==> src/rtl/reg_scoreboard_pkg.sv <==
// Shared constants and types for the register scoreboard slice.
package reg_scoreboard_pkg;

  localparam int REG_ADDR_W = 5;
  localparam int SB_CNT_W   = 2;

  typedef logic [SB_CNT_W-1:0] sb_cnt_t;

  localparam sb_cnt_t SB_CNT_MAX = '1;

endpackage

==> src/rtl/reg_scoreboard_if.sv <==
// Issue / writeback / kill bundle between the pipeline and the scoreboard.
interface reg_scoreboard_if
  import reg_scoreboard_pkg::*;
#(
  parameter int NUM_REGS = 32
);

  logic                  issue_valid;
  logic [REG_ADDR_W-1:0] issue_rd;
  logic                  issue_reg_write;
  logic [REG_ADDR_W-1:0] issue_rs1;
  logic [REG_ADDR_W-1:0] issue_rs2;
  logic                  issue_use_rs1;
  logic                  issue_use_rs2;
  logic                  issue_stall;
  logic                  wb_valid;
  logic [REG_ADDR_W-1:0] wb_rd;
  logic                  wb_reg_write;
  logic                  kill_valid;
  logic [REG_ADDR_W-1:0] kill_rd;
  logic                  kill_reg_write;
  logic [NUM_REGS-1:0]   busy_vec;
  logic [7:0]            outstanding;
  logic                  sb_err;

  modport master (
    output issue_valid, issue_rd, issue_reg_write, issue_rs1, issue_rs2,
           issue_use_rs1, issue_use_rs2,
           wb_valid, wb_rd, wb_reg_write,
           kill_valid, kill_rd, kill_reg_write,
    input  issue_stall, busy_vec, outstanding, sb_err
  );

  modport slave (
    input  issue_valid, issue_rd, issue_reg_write, issue_rs1, issue_rs2,
           issue_use_rs1, issue_use_rs2,
           wb_valid, wb_rd, wb_reg_write,
           kill_valid, kill_rd, kill_reg_write,
    output issue_stall, busy_vec, outstanding, sb_err
  );

endinterface

==> src/rtl/reg_scoreboard_entry.sv <==
// One per-register pending-write counter with clamp-at-zero underflow detection.
module sb_entry
  import reg_scoreboard_pkg::*;
#(
  parameter int CNT_W = SB_CNT_W
) (
  input  logic             clk,
  input  logic             rst,
  input  logic             inc,
  input  logic             dec_wb,
  input  logic             dec_kill,
  output logic [CNT_W-1:0] cnt,
  output logic [CNT_W-1:0] cnt_next,
  output logic             zero_next,
  output logic             underflow
);

  logic [CNT_W:0] up;
  logic [CNT_W:0] dn;

  assign up = {1'b0, cnt} + (CNT_W+1)'(inc);
  assign dn = (CNT_W+1)'(dec_wb) + (CNT_W+1)'(dec_kill);

  // Ignores inc on purpose: the issue stall reads this, and inc depends on the stall.
  assign zero_next = ({1'b0, cnt} == dn);

  assign underflow = (dn > up);
  assign cnt_next  = underflow ? '0 : CNT_W'(up - dn);

  always_ff @(posedge clk) begin
    if (rst) cnt <= '0;
    else     cnt <= cnt_next;
  end

endmodule

==> src/rtl/reg_scoreboard.sv <==
// Per-register pending-write scoreboard at ID/EX; stalls issue on RAW or counter-full hazards.
module reg_scoreboard
  import reg_scoreboard_pkg::*;
#(
  parameter int NUM_REGS = 32,
  parameter int CNT_W    = SB_CNT_W
) (
  input logic             clk,
  input logic             rst,
  reg_scoreboard_if.slave sb
);

  localparam logic [CNT_W-1:0] CNT_MAX = '1;

  logic [CNT_W-1:0]    cnt      [NUM_REGS];
  logic [CNT_W-1:0]    cnt_next [NUM_REGS];
  logic [NUM_REGS-1:0] inc, dec_wb, dec_kill, zero_next, underflow;
  logic                accept, hazard_rs1, hazard_rs2, hazard_rd;
  logic [15:0]         total_next;

  function automatic logic [7:0] sat_u8(input logic [15:0] v);
    return (v > 16'd255) ? 8'hFF : v[7:0];
  endfunction

  // Decrements are decoded apart from inc so the stall path never sees accept.
  always_comb begin
    dec_wb   = '0;
    dec_kill = '0;
    for (int r = 1; r < NUM_REGS; r++) begin
      dec_wb[r]   = sb.wb_valid && sb.wb_reg_write && (int'(sb.wb_rd) == r);
      dec_kill[r] = sb.kill_valid && sb.kill_reg_write && (int'(sb.kill_rd) == r);
    end
  end

  assign hazard_rs1 = sb.issue_use_rs1 && (sb.issue_rs1 != '0) &&
                      (cnt[sb.issue_rs1] != '0) && !zero_next[sb.issue_rs1];
  assign hazard_rs2 = sb.issue_use_rs2 && (sb.issue_rs2 != '0) &&
                      (cnt[sb.issue_rs2] != '0) && !zero_next[sb.issue_rs2];
  assign hazard_rd  = sb.issue_reg_write && (sb.issue_rd != '0) &&
                      (cnt[sb.issue_rd] == CNT_MAX) &&
                      !(dec_wb[sb.issue_rd] || dec_kill[sb.issue_rd]);

  assign sb.issue_stall = !rst && sb.issue_valid && (hazard_rs1 || hazard_rs2 || hazard_rd);
  assign accept         = sb.issue_valid && !sb.issue_stall;

  always_comb begin
    inc = '0;
    for (int r = 1; r < NUM_REGS; r++)
      inc[r] = accept && sb.issue_reg_write && (int'(sb.issue_rd) == r);
  end

  // x0 is hardwired: no counter is built for it.
  assign cnt[0]       = '0;
  assign cnt_next[0]  = '0;
  assign zero_next[0] = 1'b0;
  assign underflow[0] = 1'b0;

  for (genvar r = 1; r < NUM_REGS; r++) begin : g_entry
    sb_entry #(.CNT_W(CNT_W)) u_entry (
      .clk       (clk),
      .rst       (rst),
      .inc       (inc[r]),
      .dec_wb    (dec_wb[r]),
      .dec_kill  (dec_kill[r]),
      .cnt       (cnt[r]),
      .cnt_next  (cnt_next[r]),
      .zero_next (zero_next[r]),
      .underflow (underflow[r])
    );
  end

  always_comb begin
    total_next = '0;
    for (int r = 0; r < NUM_REGS; r++)
      total_next = total_next + 16'(cnt_next[r]);
  end

  always_ff @(posedge clk) begin
    if (rst) begin
      sb.busy_vec    <= '0;
      sb.outstanding <= '0;
      sb.sb_err      <= 1'b0;
    end else begin
      for (int r = 0; r < NUM_REGS; r++)
        sb.busy_vec[r] <= (cnt_next[r] != '0);
      sb.outstanding <= sat_u8(total_next);
      if (|underflow) sb.sb_err <= 1'b1;
    end
  end

endmodule
==> src/flat_wrapper.sv <==
// flat-port wrapper written by rule: the top's interface ports become plain ports
module reg_scoreboard_flat import reg_scoreboard_pkg::*;
#(
  parameter int NUM_REGS = 32,
  parameter int CNT_W    = SB_CNT_W
)
  (clk, rst, sb_issue_valid, sb_issue_rd, sb_issue_reg_write, sb_issue_rs1, sb_issue_rs2, sb_issue_use_rs1, sb_issue_use_rs2, sb_wb_valid, sb_wb_rd, sb_wb_reg_write, sb_kill_valid, sb_kill_rd, sb_kill_reg_write, sb_issue_stall, sb_busy_vec, sb_outstanding, sb_sb_err);
  reg_scoreboard_if #(.NUM_REGS(NUM_REGS)) sb_i ();
  input logic clk;
  input logic rst;
  input wire logic [$bits(sb_i.issue_valid)-1:0] sb_issue_valid;
  input wire logic [$bits(sb_i.issue_rd)-1:0] sb_issue_rd;
  input wire logic [$bits(sb_i.issue_reg_write)-1:0] sb_issue_reg_write;
  input wire logic [$bits(sb_i.issue_rs1)-1:0] sb_issue_rs1;
  input wire logic [$bits(sb_i.issue_rs2)-1:0] sb_issue_rs2;
  input wire logic [$bits(sb_i.issue_use_rs1)-1:0] sb_issue_use_rs1;
  input wire logic [$bits(sb_i.issue_use_rs2)-1:0] sb_issue_use_rs2;
  input wire logic [$bits(sb_i.wb_valid)-1:0] sb_wb_valid;
  input wire logic [$bits(sb_i.wb_rd)-1:0] sb_wb_rd;
  input wire logic [$bits(sb_i.wb_reg_write)-1:0] sb_wb_reg_write;
  input wire logic [$bits(sb_i.kill_valid)-1:0] sb_kill_valid;
  input wire logic [$bits(sb_i.kill_rd)-1:0] sb_kill_rd;
  input wire logic [$bits(sb_i.kill_reg_write)-1:0] sb_kill_reg_write;
  output wire logic [$bits(sb_i.issue_stall)-1:0] sb_issue_stall;
  output wire logic [$bits(sb_i.busy_vec)-1:0] sb_busy_vec;
  output wire logic [$bits(sb_i.outstanding)-1:0] sb_outstanding;
  output wire logic [$bits(sb_i.sb_err)-1:0] sb_sb_err;
  assign sb_i.issue_valid = sb_issue_valid;
  assign sb_i.issue_rd = sb_issue_rd;
  assign sb_i.issue_reg_write = sb_issue_reg_write;
  assign sb_i.issue_rs1 = sb_issue_rs1;
  assign sb_i.issue_rs2 = sb_issue_rs2;
  assign sb_i.issue_use_rs1 = sb_issue_use_rs1;
  assign sb_i.issue_use_rs2 = sb_issue_use_rs2;
  assign sb_i.wb_valid = sb_wb_valid;
  assign sb_i.wb_rd = sb_wb_rd;
  assign sb_i.wb_reg_write = sb_wb_reg_write;
  assign sb_i.kill_valid = sb_kill_valid;
  assign sb_i.kill_rd = sb_kill_rd;
  assign sb_i.kill_reg_write = sb_kill_reg_write;
  assign sb_issue_stall = sb_i.issue_stall;
  assign sb_busy_vec = sb_i.busy_vec;
  assign sb_outstanding = sb_i.outstanding;
  assign sb_sb_err = sb_i.sb_err;
  reg_scoreboard #(.NUM_REGS(NUM_REGS), .CNT_W(CNT_W)) u_core (.clk(clk), .rst(rst), .sb(sb_i));
endmodule
==> config.mk <==
export PLATFORM = sky130hd
export DESIGN_NAME = reg_scoreboard_flat
export DESIGN_NICKNAME = d
export VERILOG_FILES = /design/src/rtl/reg_scoreboard_pkg.sv /design/src/rtl/reg_scoreboard_if.sv /design/src/rtl/reg_scoreboard_entry.sv /design/src/rtl/reg_scoreboard.sv /design/src/flat_wrapper.sv
export SDC_FILE = /design/constraint.sdc
export NUM_CORES = 1
export LEC_CHECK = 0
export CAP_MARGIN = 20
export CORE_ASPECT_RATIO = 1.75
export CORE_MARGIN = 2
export CORE_UTILIZATION = 40
export CTS_BUF_LIST = sky130_fd_sc_hd__clkbuf_16
export DETAILED_ROUTE_END_ITERATION = 12
export MAX_ROUTING_LAYER = met4
export REMOVE_ABC_BUFFERS = 1
export SLEW_MARGIN = 20
export SYNTH_ARGS = -nofsm -noshare
export SYNTH_HDL_FRONTEND = slang
export SYNTH_SLANG_ARGS = --single-unit
==> constraint.sdc <==
create_clock -name clk -period 34.6 [get_ports clk]
set_input_delay 6.92 -clock clk [delete_from_list [all_inputs] [get_ports clk]]
set_output_delay 6.92 -clock clk [all_outputs]
set_load 0.1 [all_outputs]
==> flow_metrics.env, run 1 <==
export IMPL_status="completed"
export IMPL_num_io_pins=77
export IMPL_cts_tree="yes"
export IMPL_netlist_top_cells_count="ha_1, inv_1, nor2_1"
export IMPL_fillCellCount=2950
export IMPL_synth_edf_count=0
export IMPL_ir_drop_uv=26.9
export IMPL_synth_most_common_cell="ha_1"
export IMPL_finalHoldViolCount=0
export IMPL_die_area_mm2=0.0313
export IMPL_power_mw=0.275
export IMPL_place_ws_ns=15.89
export IMPL_finalClockSkew_ns=0.00894
export IMPL_ctsResizeCount=0
export IMPL_clkTransAtPathRegs_ns=0.06
export IMPL_cts_hold_buf=0
export IMPL_dpl_instance_area_mm2=0.0129
export IMPL_cp_required_ns=27.68
export IMPL_min_path_type="reg -> reg"
export IMPL_wl_per_cell_um=23.9
export IMPL_syn_mean_instance_area_um2=8.18
export IMPL_worst_pin_slew_ns=1.10
export IMPL_die_x_um=135
export IMPL_cp_start_kind="input pin"
export IMPL_insertion_delay_ns=0.38
export IMPL_rows=83
export IMPL_final_cells=1889
export IMPL_dp_hpwl_mm=37.3
export IMPL_period_needed_ns=18.77
export IMPL_r2r_start="u_core.g_entry[15].u_entry.cnt[1]"
export IMPL_via_per_inst=5.79
export IMPL_min_path_cells=4
export IMPL_synthCells=1457
export IMPL_layout_nets=1793
export IMPL_num_vias=10900
export IMPL_fmax_mhz=53.3
export IMPL_route_detailed_drc=0
export IMPL_fp_dieH_um=232
export IMPL_cp_max_fo=14
export IMPL_port_buffers=74
export IMPL_ys_async_sr_fraction_pct=0
export IMPL_drtPass1Iterations=5
export IMPL_synth_top_family_by_area="adder cells"
export IMPL_setup_worst_path_class="in -> out"
export IMPL_synth_seq_area_share_pct=17.0
export IMPL_min_period_over_period_pct=54.2
export IMPL_clock_sinks=101
export IMPL_synth_compound_area_share_pct=14.5
export IMPL_numCtsBuffers=9
export IMPL_critPathArrivalTime_ns=11.85
export IMPL_core_mm2=0.0294
export IMPL_synthXorXnorAreaFrac_pct=5.07
export IMPL_cts_setup_buffers=0
export IMPL_maxSlewHeadroom_pct=26.0
export IMPL_holdWs_ns=0.853
export IMPL_reg2reg_depth=34
export IMPL_grt_total_usage_pct=30.5
export IMPL_drive_above_1_share_pct=5.31
export IMPL_setup_worst_path_end_class="primary output"
export IMPL_path_cells="clkdlybuf4s50_1 > nand3_1 > nor3_1 > ha_1 > xor2_1 > nor2_1 > a211oi_1 > nor4_1 > o32ai_1 > a41oi_2 > a41oi_1 > and2_1 > clkdlybuf4s50_1"
export IMPL_yosys_top_cells_area="ha_1, dfxtp_1, fa_1"
export IMPL_dp_cells=1874
export IMPL_root_buffer="clkbuf_16"
export IMPL_maxCapViolations=0
export IMPL_grt_max_degree=56
export IMPL_yosysWarnings=0
export IMPL_critPathMostFrequentCell="clkdlybuf4s50_1"
export IMPL_ys_ff_latch=101
export IMPL_fin_ws_ns=15.83
export IMPL_antenna_found_initial=1
export IMPL_syn_to_final_growth_pct=10.5
export IMPL_synth_mux_area_fraction_pct=3.48
export IMPL_synth_top_cell_by_area="ha_1"
export IMPL_yosys_most_used_dff="dfxtp_1"
export IMPL_syn_area_mm2=0.0119
export IMPL_gp_congestion=1.01
export IMPL_start_util_pct=40.6
export IMPL_synthAdderAreaFrac_pct=30.3
export IMPL_drt_iter0_markers=747
export IMPL_critPathSlowestCell="clkdlybuf4s50_1"
export IMPL_setup_tns_final_ns=0
export IMPL_fin_util_pct=44.9
export IMPL_htreeDepth=3
export IMPL_grt_pass1_wl_mm=67.2
export IMPL_rsz0062_at_grt="false"
export IMPL_clockBufferDepth=2
export IMPL_overflow=0
export IMPL_min_delay_start="u_core.sb.sb_err"
export IMPL_power_density_mw_per_mm2=20.9
export IMPL_max_stage_delay_ns=0.96
export IMPL_setup_violations=0
export IMPL_grt_pass1_vias=11100
export IMPL_drt_wl_total_mm=45.2
export IMPL_worstSetupStartpoint="sb_kill_valid"
export IMPL_final_antenna_net_count=0
export IMPL_synthSimpleGateAreaFrac_pct=21.2
export IMPL_leakagePower_nw=6.04
export IMPL_final_area_mm2=0.0132
export IMPL_slew_viol_final=0
export IMPL_ys_types=73
export IMPL_yosys_area_top_type_share_pct=20.8
-- registers in the layout (all words and copies together) (netlist names) --
signal                      flops
u_core.g_entry.u_entry.cnt     62
u_core.sb.busy_vec             31
u_core.sb.outstanding           7
u_core.sb.sb_err                1
-- area by class of cell --
class | count | area, um2 | share of cell area (%)
timing repair buffer | 84 | 801 | 6.07
sequential | 101 | 2020 | 15.3
antenna | 1 | 2.50 | 0.0190
inverter | 194 | 728 | 5.52
tap | 382 | 478 | 3.63
multi-input combinational | 1113 | 8900 | 67.5
clock inverter | 5 | 22.5 | 0.171
clock buffer | 9 | 225 | 1.71
-- power breakdown --
part	total, mW	internal [mW]	leakage (nW)	switching, mW
Combinational	0.0633	0.0190	5.10	0.0443
Sequential	0.118	0.117	0.814	0.000678
Clock	0.0941	0.0469	0.125	0.0471
-- worst max-delay path: cells and delay by family --
| kind | cells | cell delay [ns] |
|---|---|---|
| buf+inv | 2 | 1.44 |
| xor+xnor | 1 | 0.16 |
| compound gates | 4 | 0.96 |
| fa+ha+maj | 1 | 0.35 |
| simple gates | 5 | 2.03 |
-- kinds of logic (layout without fill, tap and decap cells) --
logic type,after synthesis,count (layout)
buf+inv,244,292
fa+ha+maj,255,255
mux,21,21
other cells,1,3
flops,101,101
xor+xnor,69,69
simple gates,514,514
compound gates,252,252
-- final timing paths --
path / to / slack [ns]
min: u_core.sb.sb_err / 0.85
min reg2reg: u_core.sb.sb_err / 0.85
max reg2reg: u_core.sb.outstanding[5] / 24.14
max: sb_issue_stall / 15.83
-- cells in the final DEF (no fill, tap or decap), types with 4 or more instances in the layout --
master / Yosys / routed
xnor2_1: 22 / 22
a21oi_1: 76 / 76
o21ai_0: 18 / 18
nor4_1: 18 / 18
o21bai_1: 14 / 14
clkbuf_16: 0 / 9
a2111oi_0: 7 / 6
o31ai_1: 11 / 11
o211a_1: 8 / 8
dfxtp_1: 101 / 101
inv_1: 190 / 192
xor2_1: 47 / 47
fa_1: 57 / 57
nand2_1: 66 / 66
o311ai_0: 11 / 11
nand3b_1: 7 / 7
nor2_1: 167 / 167
nand3_1: 18 / 18
o21ai_1: 7 / 7
o22ai_1: 7 / 7
or2_2: 22 / 22
a21o_1: 4 / 4
a31oi_1: 22 / 22
mux4_2: 16 / 16
inv_2: 4 / 4
a211oi_1: 16 / 16
o211ai_1: 16 / 16
nand4_1: 9 / 9
a311oi_1: 5 / 5
nor3_1: 108 / 108
nand2b_1: 29 / 29
buf_4: 6 / 10
ha_1: 198 / 198
or3_1: 14 / 14
a22oi_1: 6 / 6
nor2b_1: 37 / 37
clkdlybuf4s50_1: 0 / 71
-- metal layers --
| metal | global-route usage (%) | part of all wire [%] | vias to the layer above |
|---|---|---|---|
| li1 | - | - | 5136 |
| met1 | 31.3 | 36 | 5201 |
| met2 | 51.6 | 49 | 443 |
| met3 | 4.18 | 5.1 | 159 |
| met4 | 24.8 | 9.9 | 0 |
| met5 | - | 0 | - |
(Power assumes the default switching activity.)
==> run 2, diff against run 1 <==
clock period = 19.1 ns   (was 34.6 ns; I/O delays follow)
==> flow_metrics.env, run 2 (same netlist as run 1, synthesis figures left out) <==
export IMPL_status="completed"
export IMPL_top_regs="u_core.g_entry.u_entry.cnt x62, u_core.sb.busy_vec x31, u_core.sb.outstanding x7"
export IMPL_max_stage_delay_ns=0.60
export IMPL_r2r_start="u_core.g_entry[11].u_entry.cnt[0]"
export IMPL_final_antenna_net_count=0
export IMPL_worst_r2r_endpoint="u_core.sb.outstanding[5]"
export IMPL_insertion_delay_ns=0.38
export IMPL_ir_drop_uv=48.6
export IMPL_finalClockSkew_ns=0.0101
export IMPL_mostFrequentLayoutCell="ha_1"
export IMPL_power_mw=0.528
export IMPL_fmax_mhz=67.6
export IMPL_fp_dieH_um=232
export IMPL_die_area_mm2=0.0313
export IMPL_antenna_cells=0
export IMPL_drive_above_1_share_pct=5.51
export IMPL_worst_pin_slew_ns=1.03
export IMPL_gp_congestion=1.08
export IMPL_dp_cells=1874
export IMPL_rsz0062_at_grt="false"
export IMPL_final_area_mm2=0.0132
export IMPL_num_vias=11000
export IMPL_maxCapViolations=0
export IMPL_htreeDepth=3
export IMPL_period_needed_ns=14.80
export IMPL_cp_max_fo=28
export IMPL_reg2reg_depth=34
export IMPL_core_mm2=0.0294
export IMPL_grt_total_usage_pct=30.3
export IMPL_clock_sinks=101
export IMPL_antenna_found_initial=0
export IMPL_root_buffer="clkbuf_16"
export IMPL_dpl_instance_area_mm2=0.0129
export IMPL_final_cell_mix="ha_1, inv_1, nor2_1, nor3_1, dfxtp_1"
export IMPL_setup_tns_final_ns=0
export IMPL_min_delay_worst_endpoint="u_core.sb.sb_err"
export IMPL_finalHoldViolCount=0
export IMPL_critPathSlowestCell="nor4_1"
export IMPL_drt_wl_total_mm=45.2
export IMPL_min_path_cells=4
export IMPL_overflow=0
export IMPL_drtPass1Iterations=5
export IMPL_r2r_slack_ns=9.15
export IMPL_route_detailed_drc=0
export IMPL_cp_required_ns=19.36
export IMPL_cts_tree="yes"
export IMPL_clkTransAtPathRegs_ns=0.07
export IMPL_num_io_pins=77
export IMPL_critPathMostFrequentCell="fa_1"
export IMPL_setup_worst_path_class="in -> reg"
export IMPL_cp_start_kind="input pin"
export IMPL_power_density_mw_per_mm2=39.9
export IMPL_cts_setup_buffers=0
export IMPL_fin_util_pct=45.0
export IMPL_layout_nets=1793
export IMPL_wl_per_cell_um=23.9
export IMPL_dp_hpwl_mm=37.2
export IMPL_min_period_over_period_pct=77.5
export IMPL_numCtsBuffers=9
export IMPL_cts_hold_buf=0
export IMPL_maxSlewHeadroom_pct=30.9
export IMPL_setup_worst_path_end_class="flop"
export IMPL_grt_pass1_wl_mm=67.1
export IMPL_start_util_pct=40.6
export IMPL_setup_violations=0
export IMPL_min_path_type="reg -> reg"
export IMPL_slew_viol_final=0
export IMPL_grt_max_degree=62
export IMPL_top_register="u_core.g_entry.u_entry.cnt"
export IMPL_port_buffers=74
export IMPL_die_x_um=135
export IMPL_ctsResizeCount=0
export IMPL_via_per_inst=5.82
export IMPL_largest_reg_flops=62
export IMPL_grt_pass1_vias=11000
export IMPL_leakagePower_nw=6.07
export IMPL_clockBufferDepth=2
export IMPL_min_delay_start="u_core.sb.sb_err"
export IMPL_critPathArrivalTime_ns=15.05
export IMPL_syn_to_final_growth_pct=11.0
export IMPL_final_cells=1889
export IMPL_drt_iter0_markers=884
export IMPL_rows=83
run 2: cell count changes in the layout (fill, tap and decap cells not counted), sizes merged:
cell | before | now
diode | 1 | 0
bufinv | 0 | 2
clkinvlp | 1 | 0
run 2: worst max-delay path by stage:
| stage | startpoint | end | slack [ns] | cells past startpoint |
|---|---|---|---|---|
| floorplan | sb_kill_rd[2] | u_core.sb.outstanding[5] | 5.61 | 37 |
| global placement | sb_wb_reg_write | u_core.sb.outstanding[5] | 4.02 | 40 |
| detailed placement | sb_wb_reg_write | u_core.sb.outstanding[5] | 4.04 | 39 |
| CTS | sb_kill_reg_write | u_core.sb.outstanding[5] | 4.43 | 38 |
| global route | sb_kill_reg_write | u_core.sb.outstanding[5] | 3.84 | 39 |
| finish | sb_kill_reg_write | u_core.sb.outstanding[5] | 4.30 | 38 |
run 2: per-stage QoR:
stage	hold slack [ns]	setup slack, ns
2_1_floorplan	0.775	5.61
3_3_place_gp	0.805	4.02
3_5_place_dp	0.792	4.04
4_1_cts	0.807	4.43
5_1_grt	0.832	3.84
6_report	0.815	4.30
run 2: worst max-delay path: cells and delay by family:
family,cells,cell delay (ns)
adder cells (fa/ha/maj),13,5.43
AND/OR/NAND/NOR,7,2.59
AO/OA/AOI/OAI,10,1.91
buffers and inverters,6,1.00
XOR/XNOR,2,0.30
run 2: area by class of cell:
class | count | area [um2]
fill | 2972 | 16200
inverter | 194 | 728
clock inverter | 6 | 81.3
tap | 382 | 478
multi-input combinational | 1113 | 8900
timing repair buffer | 84 | 801
clock buffer | 9 | 225
sequential | 101 | 2020
run 2: per-layer routing:
metal  vias to the layer above  wire length (um)  global-route usage, %
li1                       5141                 -                      -
met1                      5263             16200                   31.6
met2                       429             22800                   52.0
met3                       163              2320                   3.75
met4                         0              3920                   22.6
met5                         -                 0                      -
run 2: where the power goes:
group / internal, mW / total [mW] / switching (mW) / leakage, nW
sequential: 0.212 / 0.214 / 0.00117 / 0.814
combinational: 0.0342 / 0.115 / 0.0809 / 5.10
clock: 0.113 / 0.200 / 0.0866 / 0.158
==> RTL edit (settings of run 2) <==
`REG_ADDR_W`: 5 -> 3.
--- a/src/rtl/reg_scoreboard_pkg.sv
+++ b/src/rtl/reg_scoreboard_pkg.sv
@@ -1,7 +1,7 @@
 // Shared constants and types for the register scoreboard slice.
 package reg_scoreboard_pkg;
 
-  localparam int REG_ADDR_W = 5;
+  localparam int REG_ADDR_W = 3;
   localparam int SB_CNT_W   = 2;
 
   typedef logic [SB_CNT_W-1:0] sb_cnt_t;
Ports: changed (5 resized); port bits go from 77 to 67. The function was not compared with the original's and may differ.
==> RTL edit against run 2 <==
- wire length shrank 78%
- setup slack gained 2.5 ns
- sequential cell count shrank 72
- non-clock buffer count shrank 43
- area after synthesis shrank 68%
- total power shrank 31%
- register-to-register slack gained 2.2 ns
- critical path depth shrank 3
- final area shrank 66%
==> RTL edit: results (changes against run 2) <==
The peak ir drop on the vdd network came out at 0.1118 mV (+130%). The share of cells above drive strength 1 came out at 0.03516 (-0.01992). The routed wirelength normalized by instance count came out at 15.51 um (-35%).

The met1 capacity usage during global routing is 0.1806 (-0.1351). The clock transition time at the flip-flop clock pins of the worst setup and hold paths came to 0.05 ns (-0.02 ns). On the critical path, the stage with the largest delay is an instance of clkdlybuf4s50_1. The number of design-rule violations left by the first detailed-router iteration came to 165 (-81%). The share of synthesized area occupied by flip-flops and latches came out at 0.1516 (-0.01797).

The number of library cell types mapped by synthesis is 53 (-27%). The first element of the critical path is sb_wb_rd[1]. The latest clock arrival within the worst-skew pair is 0.29 ns (-0.09 ns). In this run the critical register-to-register path is launched from u_core.g_entry[3].u_entry.cnt[0]$_SDFF_PP0_. The final weighted congestion in routability-driven placement is 0.8999 (-17%). The global-route total usage across every layer is 0.2051 (-0.09804). The pin count of the biggest net entering global routing is 29 (-53%).

The number of global-route vias before repair is 3308 (-70%). Counting instances in the post-synthesis netlist gives the leading cell types as 69 x ha_1, 67 x inv_1, 31 x nor2_1. The total met2 wirelength after detailed routing came to 5562 um (-76%).

The worst hold slack after final layout is 0.5502 ns (-0.2647 ns). The total CTS buffers is 5 (-4). The number of non-filler instances in the completed layout came to 634 (-66%).

The first-pass GRT wire length came out at 15830 um (-76%). The met2 track demand over resource is 0.3927 (-0.1274). The flow ran to the end, and the final reports show no timing, DRC or antenna violations. The detail-routed via count per cell came out at 4.973 (-15%). The number of levels the H-tree was split into was 2 (-1). Sorting the synthesized cells by area gives the leading types as ha_1 23%, dfxtp_1 15%, fa_1 14%. The largest registers in the layout are u_core.g_entry.u_entry.cnt (14), u_core.sb.busy_vec (7), u_core.sb.outstanding (7). The routed length on met3 came out at 274 um (-88%).
-- RTL edit: cell types whose count changed after synthesis, moves of 51 or more --
cell,run 2,this run
nor2_1,167,31
ha_1,198,69
inv_1,190,67
nor3_1,108,21
dfxtp_1,101,29
a21oi_1,76,18
nand2_1,66,15
-- RTL edit: cells by family after synthesis --
logic type | Yosys count | synth area share
simple gates | 136 | 0.1905
buf+inv | 100 | 0.1238
fa+ha+maj | 96 | 0.3665
compound gates | 63 | 0.1186
flops | 29 | 0.1516
xor+xnor | 17 | 0.03888
mux | 3 | 0.008167
other cells | 2 | 0.001961
-- RTL edit: final cells by class --
type	count	share of cell area
clock buffers	5	0.02782
clock inverters	3	0.003894
repair buffers	41	0.09068
flip-flops and latches	29	0.1291
inverters	67	0.05591
well taps	122	0.03394
multi-input cells	367	0.6587
-- RTL edit: where the power goes --
part	internal (uW)	switching (uW)	leakage [uW]
clock	47.7	29.8	0.0000696
sequential	67.8	2.64	0.000236
combinational	73.9	144	0.00188
total	189	177	0.00218
